File: config.mk
export PLATFORM = sky130hd
export DESIGN_NAME = cache_way_ctrl_flat
export DESIGN_NICKNAME = d
export VERILOG_FILES = /design/src/rtl/cache_way_ctrl_if.sv /design/src/rtl/cache_way_ctrl.sv /design/src/flat_wrapper.sv
export SDC_FILE = /design/constraint.sdc
export NUM_CORES = 2
export LEC_CHECK = 0
export BUFFER_PORTS_ARGS = -buffer_cell sky130_fd_sc_hd__buf_2
export CORE_MARGIN = 3
export CORE_UTILIZATION = 35
export DETAILED_ROUTE_END_ITERATION = 12
export GPL_ROUTABILITY_DRIVEN = 0
export HOLD_SLACK_MARGIN = 0.15
export SYNTH_ARGS = -nofsm -noshare
export SYNTH_HDL_FRONTEND = slang
export SYNTH_SLANG_ARGS = --single-unit
File: constraint.sdc
create_clock -name clk -period 12.2 [get_ports clk]
set_clock_uncertainty 0.05 [all_clocks]
set_input_delay 1.22 -clock clk [delete_from_list [all_inputs] [get_ports clk]]
set_output_delay 1.22 -clock clk [all_outputs]
set_load 0.05 [all_outputs]
File: src/rtl/cache_way_ctrl_if.sv
// Request/response bundle for cache_way_ctrl.
// master: requester (drives req_*, observes req_ready and resp_*).
// slave : controller (drives req_ready and resp_*).
interface cache_way_ctrl_if #(
  parameter int unsigned TAG_W = 12,
  parameter int unsigned IDX_W = 4,
  parameter int unsigned WAY_W = 3
);
  logic             req_valid;
  logic             req_ready;
  logic [3:0]       req_op;
  logic [TAG_W-1:0] req_tag;
  logic [IDX_W-1:0] req_index;
  logic             resp_valid;
  logic             resp_hit;
  logic [WAY_W-1:0] resp_way;
  logic [1:0]       resp_mesi;
  logic             resp_wb;
  logic [TAG_W-1:0] resp_wb_tag;

  modport master (
    output req_valid, req_op, req_tag, req_index,
    input  req_ready, resp_valid, resp_hit, resp_way, resp_mesi, resp_wb, resp_wb_tag
  );

  modport slave (
    input  req_valid, req_op, req_tag, req_index,
    output req_ready, resp_valid, resp_hit, resp_way, resp_mesi, resp_wb, resp_wb_tag
  );
endinterface

File: src/rtl/cache_way_ctrl.sv
// Set-associative tag/MESI/LRU-age controller owning the arrays of every set.
// Ports: clk, rst (synchronous, active high), bus (cache_way_ctrl_if.slave):
//   req_valid/req_ready/req_op/req_tag/req_index in, resp_valid strobe plus held
//   resp_hit/resp_way/resp_mesi/resp_wb/resp_wb_tag out.
// Request accepted in IDLE -> LOOK (lookup) -> RESP (write-back + strobe).
module cache_way_ctrl #(
  parameter int unsigned WAYS  = 8,
  parameter int unsigned SETS  = 16,
  parameter int unsigned TAG_W = 12,
  parameter int unsigned IDX_W = $clog2(SETS),
  parameter int unsigned WAY_W = $clog2(WAYS)
) (
  input logic             clk,
  input logic             rst,
  cache_way_ctrl_if.slave bus
);
  localparam logic [3:0] OpRead = 4'd0, OpWrite = 4'd1, OpIfetch = 4'd2, OpInval = 4'd3;
  localparam logic [3:0] OpSnoop = 4'd4, OpClear = 4'd8, OpNop = 4'd9;
  localparam logic [1:0] MesiI = 2'd0, MesiS = 2'd1, MesiE = 2'd2, MesiM = 2'd3;

  typedef enum logic [1:0] {StClear, StIdle, StLook, StResp} state_e;

  logic [TAG_W-1:0] tag_mem_q  [SETS][WAYS];
  logic [1:0]       mesi_mem_q [SETS][WAYS];
  logic [WAY_W-1:0] age_mem_q  [SETS][WAYS];

  state_e           state_q, state_d;
  logic [IDX_W-1:0] clr_idx_q, clr_idx_d;
  logic [3:0]       op_q, op_d;
  logic [TAG_W-1:0] rtag_q, rtag_d;
  logic [IDX_W-1:0] idx_q, idx_d;
  logic             lk_hit_q, lk_hit_d;
  logic [WAY_W-1:0] lk_way_q, lk_way_d;
  logic             resp_valid_q, resp_valid_d, resp_hit_q, resp_hit_d;
  logic [WAY_W-1:0] resp_way_q, resp_way_d;
  logic [1:0]       resp_mesi_q, resp_mesi_d;
  logic             resp_wb_q, resp_wb_d;
  logic [TAG_W-1:0] resp_wb_tag_q, resp_wb_tag_d;

  // Lookup on the captured set: lowest matching way wins, victim prefers lowest invalid.
  logic             hit, inv_found;
  logic [WAY_W-1:0] hit_way, inv_way, lru_way, victim;
  always_comb begin
    hit = 1'b0; hit_way = '0; inv_found = 1'b0; inv_way = '0; lru_way = '0;
    for (int w = int'(WAYS) - 1; w >= 0; w--) begin
      if (tag_mem_q[idx_q][w] == rtag_q && mesi_mem_q[idx_q][w] != MesiI) begin
        hit = 1'b1;
        hit_way = WAY_W'(w);
      end
      if (mesi_mem_q[idx_q][w] == MesiI) begin
        inv_found = 1'b1;
        inv_way = WAY_W'(w);
      end
      if (age_mem_q[idx_q][w] == WAY_W'(WAYS - 1)) lru_way = WAY_W'(w);
    end
    victim = inv_found ? inv_way : lru_way;
  end

  // The update logic is shared: in LOOK it feeds the response registers from the
  // live lookup, in RESP it produces the write-back from the registered lookup.
  // The set cannot change in between, so both evaluations agree.
  logic             sel_hit;
  logic [WAY_W-1:0] sel_way, acc_age;
  assign sel_hit = (state_q == StLook) ? hit : lk_hit_q;
  assign sel_way = (state_q == StLook) ? (hit ? hit_way : victim) : lk_way_q;

  logic [TAG_W-1:0] upd_tag  [WAYS];
  logic [1:0]       upd_mesi [WAYS];
  logic [WAY_W-1:0] upd_age  [WAYS];
  logic             res_hit, res_wb;
  logic [WAY_W-1:0] res_way;
  logic [1:0]       res_mesi;
  logic [TAG_W-1:0] res_wb_tag;
  always_comb begin
    for (int w = 0; w < int'(WAYS); w++) begin
      upd_tag[w]  = tag_mem_q[idx_q][w];
      upd_mesi[w] = mesi_mem_q[idx_q][w];
      upd_age[w]  = age_mem_q[idx_q][w];
    end
    acc_age    = age_mem_q[idx_q][sel_way];
    res_hit    = sel_hit;
    res_way    = sel_way;
    res_mesi   = mesi_mem_q[idx_q][sel_way];
    res_wb     = 1'b0;
    res_wb_tag = '0;
    case (op_q)
      OpRead, OpWrite, OpIfetch: begin
        for (int w = 0; w < int'(WAYS); w++) begin
          if (age_mem_q[idx_q][w] < acc_age) upd_age[w] = age_mem_q[idx_q][w] + WAY_W'(1);
        end
        upd_age[sel_way] = '0;
        if (!sel_hit) begin
          upd_tag[sel_way] = rtag_q;
          upd_mesi[sel_way] = MesiE;
          if (mesi_mem_q[idx_q][sel_way] == MesiM) begin
            res_wb     = 1'b1;
            res_wb_tag = tag_mem_q[idx_q][sel_way];
          end
        end
        if (op_q == OpWrite) upd_mesi[sel_way] = MesiM;
        res_mesi = upd_mesi[sel_way];
      end
      OpInval, OpSnoop: begin
        if (sel_hit) begin
          upd_mesi[sel_way] = (op_q == OpInval) ? MesiI : MesiS;
          res_mesi = upd_mesi[sel_way];
        end else begin
          res_way  = '0;
          res_mesi = MesiI;
        end
      end
      default: begin
        if (!sel_hit) begin
          res_way  = '0;
          res_mesi = MesiI;
        end
      end
    endcase
  end

  // Single write port: the clear sweep or the RESP write-back.
  logic             mem_we;
  logic [IDX_W-1:0] wr_idx;
  logic [TAG_W-1:0] wr_tag  [WAYS];
  logic [1:0]       wr_mesi [WAYS];
  logic [WAY_W-1:0] wr_age  [WAYS];
  always_comb begin
    mem_we = 1'b0;
    wr_idx = idx_q;
    for (int w = 0; w < int'(WAYS); w++) begin
      wr_tag[w]  = upd_tag[w];
      wr_mesi[w] = upd_mesi[w];
      wr_age[w]  = upd_age[w];
    end
    if (state_q == StClear) begin
      mem_we = 1'b1;
      wr_idx = clr_idx_q;
      for (int w = 0; w < int'(WAYS); w++) begin
        wr_tag[w]  = '0;
        wr_mesi[w] = MesiI;
        wr_age[w]  = WAY_W'(w);
      end
    end else if (state_q == StResp && op_q != OpNop) begin
      mem_we = 1'b1;
    end
  end

  always_ff @(posedge clk) begin
    if (mem_we) begin
      tag_mem_q[wr_idx]  <= wr_tag;
      mesi_mem_q[wr_idx] <= wr_mesi;
      age_mem_q[wr_idx]  <= wr_age;
    end
  end

  always_comb begin
    state_d       = state_q;
    clr_idx_d     = clr_idx_q;
    op_d          = op_q;
    rtag_d        = rtag_q;
    idx_d         = idx_q;
    lk_hit_d      = lk_hit_q;
    lk_way_d      = lk_way_q;
    resp_valid_d  = 1'b0;
    resp_hit_d    = resp_hit_q;
    resp_way_d    = resp_way_q;
    resp_mesi_d   = resp_mesi_q;
    resp_wb_d     = resp_wb_q;
    resp_wb_tag_d = resp_wb_tag_q;
    unique case (state_q)
      StClear: begin
        if (clr_idx_q == IDX_W'(SETS - 1)) begin
          state_d   = StIdle;
          clr_idx_d = '0;
        end else begin
          clr_idx_d = clr_idx_q + IDX_W'(1);
        end
      end
      StIdle: begin
        if (bus.req_valid) begin
          op_d   = bus.req_op;
          rtag_d = bus.req_tag;
          idx_d  = bus.req_index;
          if (bus.req_op == OpClear) begin
            state_d   = StClear;
            clr_idx_d = '0;
          end else if (bus.req_op == OpNop) begin
            state_d       = StResp;
            resp_valid_d  = 1'b1;
            resp_hit_d    = 1'b0;
            resp_way_d    = '0;
            resp_mesi_d   = MesiI;
            resp_wb_d     = 1'b0;
            resp_wb_tag_d = '0;
          end else begin
            state_d = StLook;
          end
        end
      end
      StLook: begin
        lk_hit_d      = hit;
        lk_way_d      = sel_way;
        resp_valid_d  = 1'b1;
        resp_hit_d    = res_hit;
        resp_way_d    = res_way;
        resp_mesi_d   = res_mesi;
        resp_wb_d     = res_wb;
        resp_wb_tag_d = res_wb_tag;
        state_d       = StResp;
      end
      StResp: state_d = StIdle;
    endcase
  end

  always_ff @(posedge clk) begin
    if (rst) begin
      state_q       <= StClear;
      clr_idx_q     <= '0;
      op_q          <= '0;
      rtag_q        <= '0;
      idx_q         <= '0;
      lk_hit_q      <= 1'b0;
      lk_way_q      <= '0;
      resp_valid_q  <= 1'b0;
      resp_hit_q    <= 1'b0;
      resp_way_q    <= '0;
      resp_mesi_q   <= '0;
      resp_wb_q     <= 1'b0;
      resp_wb_tag_q <= '0;
    end else begin
      state_q       <= state_d;
      clr_idx_q     <= clr_idx_d;
      op_q          <= op_d;
      rtag_q        <= rtag_d;
      idx_q         <= idx_d;
      lk_hit_q      <= lk_hit_d;
      lk_way_q      <= lk_way_d;
      resp_valid_q  <= resp_valid_d;
      resp_hit_q    <= resp_hit_d;
      resp_way_q    <= resp_way_d;
      resp_mesi_q   <= resp_mesi_d;
      resp_wb_q     <= resp_wb_d;
      resp_wb_tag_q <= resp_wb_tag_d;
    end
  end

  assign bus.req_ready   = (state_q == StIdle);
  assign bus.resp_valid  = resp_valid_q;
  assign bus.resp_hit    = resp_hit_q;
  assign bus.resp_way    = resp_way_q;
  assign bus.resp_mesi   = resp_mesi_q;
  assign bus.resp_wb     = resp_wb_q;
  assign bus.resp_wb_tag = resp_wb_tag_q;
endmodule

File: src/flat_wrapper.sv
// flat-port wrapper written by rule: the top's interface ports become plain ports
module cache_way_ctrl_flat 
#(
  parameter int unsigned WAYS  = 8,
  parameter int unsigned SETS  = 16,
  parameter int unsigned TAG_W = 12,
  parameter int unsigned IDX_W = $clog2(SETS),
  parameter int unsigned WAY_W = $clog2(WAYS)
)
  (clk, rst, bus_req_valid, bus_req_op, bus_req_tag, bus_req_index, bus_req_ready, bus_resp_valid, bus_resp_hit, bus_resp_way, bus_resp_mesi, bus_resp_wb, bus_resp_wb_tag);
  cache_way_ctrl_if #(.TAG_W(TAG_W), .IDX_W(IDX_W), .WAY_W(WAY_W)) bus_i ();
  input logic clk;
  input logic rst;
  input wire logic [$bits(bus_i.req_valid)-1:0] bus_req_valid;
  input wire logic [$bits(bus_i.req_op)-1:0] bus_req_op;
  input wire logic [$bits(bus_i.req_tag)-1:0] bus_req_tag;
  input wire logic [$bits(bus_i.req_index)-1:0] bus_req_index;
  output wire logic [$bits(bus_i.req_ready)-1:0] bus_req_ready;
  output wire logic [$bits(bus_i.resp_valid)-1:0] bus_resp_valid;
  output wire logic [$bits(bus_i.resp_hit)-1:0] bus_resp_hit;
  output wire logic [$bits(bus_i.resp_way)-1:0] bus_resp_way;
  output wire logic [$bits(bus_i.resp_mesi)-1:0] bus_resp_mesi;
  output wire logic [$bits(bus_i.resp_wb)-1:0] bus_resp_wb;
  output wire logic [$bits(bus_i.resp_wb_tag)-1:0] bus_resp_wb_tag;
  assign bus_i.req_valid = bus_req_valid;
  assign bus_i.req_op = bus_req_op;
  assign bus_i.req_tag = bus_req_tag;
  assign bus_i.req_index = bus_req_index;
  assign bus_req_ready = bus_i.req_ready;
  assign bus_resp_valid = bus_i.resp_valid;
  assign bus_resp_hit = bus_i.resp_hit;
  assign bus_resp_way = bus_i.resp_way;
  assign bus_resp_mesi = bus_i.resp_mesi;
  assign bus_resp_wb = bus_i.resp_wb;
  assign bus_resp_wb_tag = bus_i.resp_wb_tag;
  cache_way_ctrl #(.WAYS(WAYS), .SETS(SETS), .TAG_W(TAG_W), .IDX_W(IDX_W), .WAY_W(WAY_W)) u_core (.clk(clk), .rst(rst), .bus(bus_i));
endmodule
==> flow_results.xml <==
<?xml version="1.0" encoding="UTF-8"?>
<metrics>
  <group name="run_status">
    <metric name="result_of_the_run" unit="">finished, final reports clean</metric>
  </group>
  <group name="die">
    <metric name="initial_util" unit="%">35.3</metric>
    <metric name="design.portCount" unit="">44</metric>
    <metric name="core_area" unit="sq um">266000</metric>
    <metric name="die_h" unit="microns">524</metric>
    <metric name="die_width" unit="microns">524</metric>
    <metric name="die-area" unit="sq um">274000</metric>
    <metric name="row_count" unit="">189</metric>
  </group>
  <group name="clock_network">
    <metric name="numCtsBuffers" unit="">219</metric>
    <metric name="clk_transition_reported_paths" unit="ns">0.06</metric>
    <metric name="cts_hold_buf" unit="">0</metric>
    <metric name="cts_tree" unit="">done</metric>
    <metric name="post_cts.repair.setup_buffers" unit="">0</metric>
    <metric name="clock_path_buffers" unit="">3</metric>
    <metric name="cts.sink_count" unit="">2230</metric>
    <metric name="clock_tree.htree_level_count" unit="">4</metric>
    <metric name="cts.root.buffer_cell" unit="">sky130_fd_sc_hd__clkbuf_16</metric>
    <metric name="post_cts.resized_instances" unit="">0</metric>
    <metric name="clock_latency" unit="ns">0.89</metric>
  </group>
  <group name="critical_path">
    <metric name="rrSetupSlack" unit="ns">2.56</metric>
    <metric name="cp.arrival" unit="ns">10.08</metric>
    <metric name="category_of_the_critical_setup_timing_path" unit="">flip-flop to flip-flop</metric>
    <metric name="start_kind" unit="">flip-flop</metric>
    <metric name="cp_slowest_cell" unit="">sky130_fd_sc_hd__and2_1</metric>
    <metric name="reg2reg_to" unit="">u_core.tag_mem_q[7][31]</metric>
    <metric name="critical-path-top-cell-by-count" unit="">sky130_fd_sc_hd__nand2_1</metric>
    <metric name="worstRegToRegCells" unit="">18</metric>
    <metric name="timing.critical_path.fanout_max" unit="">105</metric>
    <metric name="data_required_critical_path" unit="ns">12.64</metric>
    <metric name="timing.critical_path.to" unit="">u_core.tag_mem_q[7][31]</metric>
    <metric name="path_cells" unit="">buf_12 -&gt; mux4_2 -&gt; mux4_2 -&gt; ha_1 -&gt; ha_1 -&gt; nor2_1 -&gt; o31ai_1 -&gt; nand2_1 -&gt; a311oi_1 -&gt; o21ai_0 -&gt; nand3b_1 -&gt; a21oi_1 -&gt; o21a_4 -&gt; nand2_1 -&gt; nor2b_2 -&gt; and2_1 -&gt; nand2_1 -&gt; a21oi_1</metric>
    <metric name="cp_slowest_stage_delay" unit="ns">0.95</metric>
    <metric name="endpoint_kind" unit="">flip-flop</metric>
  </group>
  <group name="pwr">
    <metric name="p_per_area" unit="nW/um^2">181</metric>
    <metric name="combinationalPowerShare" unit="%">16.8</metric>
    <metric name="pwr-share-seq" unit="%">47.9</metric>
    <metric name="leakage" unit="nW">32.6</metric>
    <metric name="worst_case_vdd_ir_drop" unit="uV">159</metric>
    <metric name="netSwitchingPower" unit="mW">5.25</metric>
    <metric name="power_report.internal_total" unit="mW">13.8</metric>
    <metric name="totalPowerFinal" unit="mW">19.1</metric>
    <metric name="p_sw_share" unit="%">27.5</metric>
    <metric name="power_frac_clock" unit="%">35.4</metric>
  </group>
  <group name="final_layout">
    <metric name="final_layout_size_suffix_gt1_share" unit="%">21.6</metric>
    <metric name="nets" unit="">5393</metric>
    <metric name="multi_input_comb_area" unit="sq um">25400</metric>
    <metric name="sequential_cell_area" unit="sq um">66400</metric>
    <metric name="final.fill_count" unit="">23923</metric>
    <metric name="area.growth.synth_to_final" unit="%">12.5</metric>
  </group>
  <group name="job">
    <metric name="maxCapViolCount" unit="">0</metric>
  </group>
  <group name="timing">
    <metric name="timing_max_transition_violations_final" unit="">0</metric>
    <metric name="rsz_0062_raised_after_global_routing" unit="">false</metric>
    <metric name="min_period_over_period" unit="%">79.1</metric>
    <metric name="max_clock_freq" unit="MHz">104</metric>
    <metric name="finalSetupViolCount" unit="">0</metric>
    <metric name="normalized_max_slew_margin" unit="%">0.282</metric>
    <metric name="worst_pin_slew" unit="ns">1.50</metric>
    <metric name="hold-worst-slack" unit="ns">0.401</metric>
    <metric name="post_route_minimum_period" unit="ns">9.64</metric>
    <metric name="number_of_hold_violations_in_the_final_report" unit="">0</metric>
    <metric name="setup_tns" unit="ns">0</metric>
  </group>
  <group name="grt">
    <metric name="grt_overflow_total" unit="">0</metric>
    <metric name="grt_antenna_before_repair" unit="">6</metric>
    <metric name="first_global_vias" unit="">52170</metric>
    <metric name="largest_net_degree_at_the_start_of_global_routing" unit="">121</metric>
    <metric name="grt_pass1_wl" unit="mm">400</metric>
    <metric name="grt_usage" unit="%">20.4</metric>
  </group>
  <group name="drt">
    <metric name="dr_total_vias" unit="">52727</metric>
    <metric name="post-route-drc-count" unit="">0</metric>
    <metric name="ant_nets" unit="">0</metric>
    <metric name="drt-initial-drc-count" unit="">7178</metric>
    <metric name="post_drt_wl_per_cell" unit="microns">31.5</metric>
    <metric name="wl" unit="mm">285</metric>
    <metric name="vias_per_cell" unit="">5.82</metric>
    <metric name="detailedRoute.firstPassIterationCount" unit="">6</metric>
  </group>
  <group name="placed_design">
    <metric name="dp.final_hpwl" unit="mm">162</metric>
    <metric name="portBuffers" unit="">43</metric>
  </group>
  <group name="synthesis">
    <metric name="seq_area_frac_synth" unit="%">70.8</metric>
    <metric name="avgSynthCellArea" unit="sq um">18.0</metric>
    <metric name="synth-async-reset-ratio" unit="%">0</metric>
    <metric name="synth_top_cells_by_count" unit="">sky130_fd_sc_hd__edfxtp_1, sky130_fd_sc_hd__mux4_2, sky130_fd_sc_hd__nand2_1</metric>
    <metric name="syn_nets" unit="">5266</metric>
    <metric name="netlist_instances" unit="">5206</metric>
    <metric name="synth_most_common_cell" unit="">sky130_fd_sc_hd__edfxtp_1</metric>
    <metric name="synth.top_cell.area_share" unit="%">69.7</metric>
    <metric name="synth.cell_area" unit="sq um">93800</metric>
    <metric name="yosys.area.top_type" unit="">sky130_fd_sc_hd__edfxtp_1</metric>
    <metric name="edff_count_synth" unit="">2176</metric>
    <metric name="synth.ff_latch_count" unit="">2230</metric>
    <metric name="ys_types" unit="">107</metric>
    <metric name="synthTopCellsByArea" unit="">sky130_fd_sc_hd__edfxtp_1, sky130_fd_sc_hd__mux4_2, sky130_fd_sc_hd__mux2i_1</metric>
    <metric name="ys.flop_type" unit="">sky130_fd_sc_hd__edfxtp_1</metric>
    <metric name="synthesis.yosys.warnings" unit="">0</metric>
  </group>
  <group name="worst_hold_path">
    <metric name="worst_hold_path_type" unit="">flip-flop to flip-flop</metric>
  </group>
</metrics>
==> stage by stage <==
stage,cell area (sq um),cells,worst slack [ns],util (%)
2_1_floorplan,93800,5206,3.66,-
3_3_place_gp,98300,8645,3.14,37.0
3_5_place_dp,98300,8645,2.90,37.0
4_1_cts,105000,9058,2.83,39.7
5_1_grt,105000,9059,2.39,39.7
6_report,106000,9062,2.56,39.7
==> critical path, delay by kind of cell (launching register included) <==
family | cells | cell delay [ns]
buffers and inverters | 1 | 0.66
AO/OA/AOI/OAI | 6 | 2.81
flip-flops | 1 | 0.86
AND/OR/NAND/NOR | 7 | 2.92
multiplexers | 2 | 1.21
adder cells (fa/ha/maj) | 2 | 0.48
==> power groups by stage <==
stage / Sequential, mW / Clock, mW / Combinational (mW)
finish: 9.13 / 6.75 / 3.20
CTS: 9.13 / 6.83 / 3.15
detailed placement: 9.29 / 0 / 3.13
global placement: 9.27 / 0 / 3.12
floorplan: 9.34 / 0 / 1.81
global route: 9.16 / 7.16 / 3.33
==> sequential cells by signal (all words and copies together) (netlist names), 4 cells and up, named ones only <==
| name | cells |
|---|---|
| u_core.age_mem_q | 384 |
| u_core.clr_idx_q | 4 |
| u_core.idx_q | 4 |
| u_core.op_q | 4 |
| u_core.tag_mem_q | 1536 |
| u_core.mesi_mem_q | 256 |
| u_core.rtag_q | 12 |
| u_core.bus.resp_wb_tag | 12 |
==> routing by layer <==
metal / up-vias / part of all wire (%) / global-route usage (%)
met5: - / 0.039 / 0.277
met4: 2 / 4.2 / 7.70
met3: 592 / 9.8 / 4.65
met2: 2902 / 46 / 31.7
met1: 27908 / 40 / 28.1
li1: 21323 / - / -
==> cells in the final DEF, fill, tap and decap left out, drive strengths merged, types with 92 or more instances in the layout <==
master / n
a21oi: 196
buf: 232
clkbuf: 266
clkinv: 120
edfxtp: 2176
mux2: 92
mux2i: 348
mux4: 470
nand2: 350
nor2: 260
o21ai: 102
xnor2: 96
==> final cells by class <==
class                      instances  share of cell area (%)
antenna                            4                 0.00949
clock buffer                     266                    5.44
clock inverter                   147                    1.36
inverter                          40                   0.152
multi-input combinational       2610                    24.1
sequential                      2230                    63.0
tap                             3533                    4.19
timing repair buffer             232                    1.81
==> how the worst min path moves through the flow <==
stage                                         end  slack [ns]                    start  cells past startpoint
final                         u_core.bus.resp_hit        0.40      u_core.bus.resp_hit                      2
after global routing          u_core.bus.resp_hit        0.43      u_core.bus.resp_hit                      2
after CTS                     u_core.bus.resp_hit        0.41      u_core.bus.resp_hit                      2
after detailed placement      u_core.bus.resp_hit        0.40      u_core.bus.resp_hit                      2
after global placement    u_core.bus.resp_mesi[1]        0.38  u_core.bus.resp_mesi[1]                      2
after floorplan                         flip-flop        0.41          u_core.idx_q[1]                      2
==> cells by family after synthesis <==
| family | after synthesis | synth area share (%) |
|---|---|---|
| adder cells (fa/ha/maj) | 37 | 0.494 |
| AO/OA/AOI/OAI | 685 | 4.97 |
| flip-flops | 2230 | 70.8 |
| buffers and inverters | 366 | 2.31 |
| AND/OR/NAND/NOR | 873 | 4.26 |
| XOR/XNOR | 105 | 0.981 |
| multiplexers | 910 | 16.1 |
(Power assumes the default switching activity.)
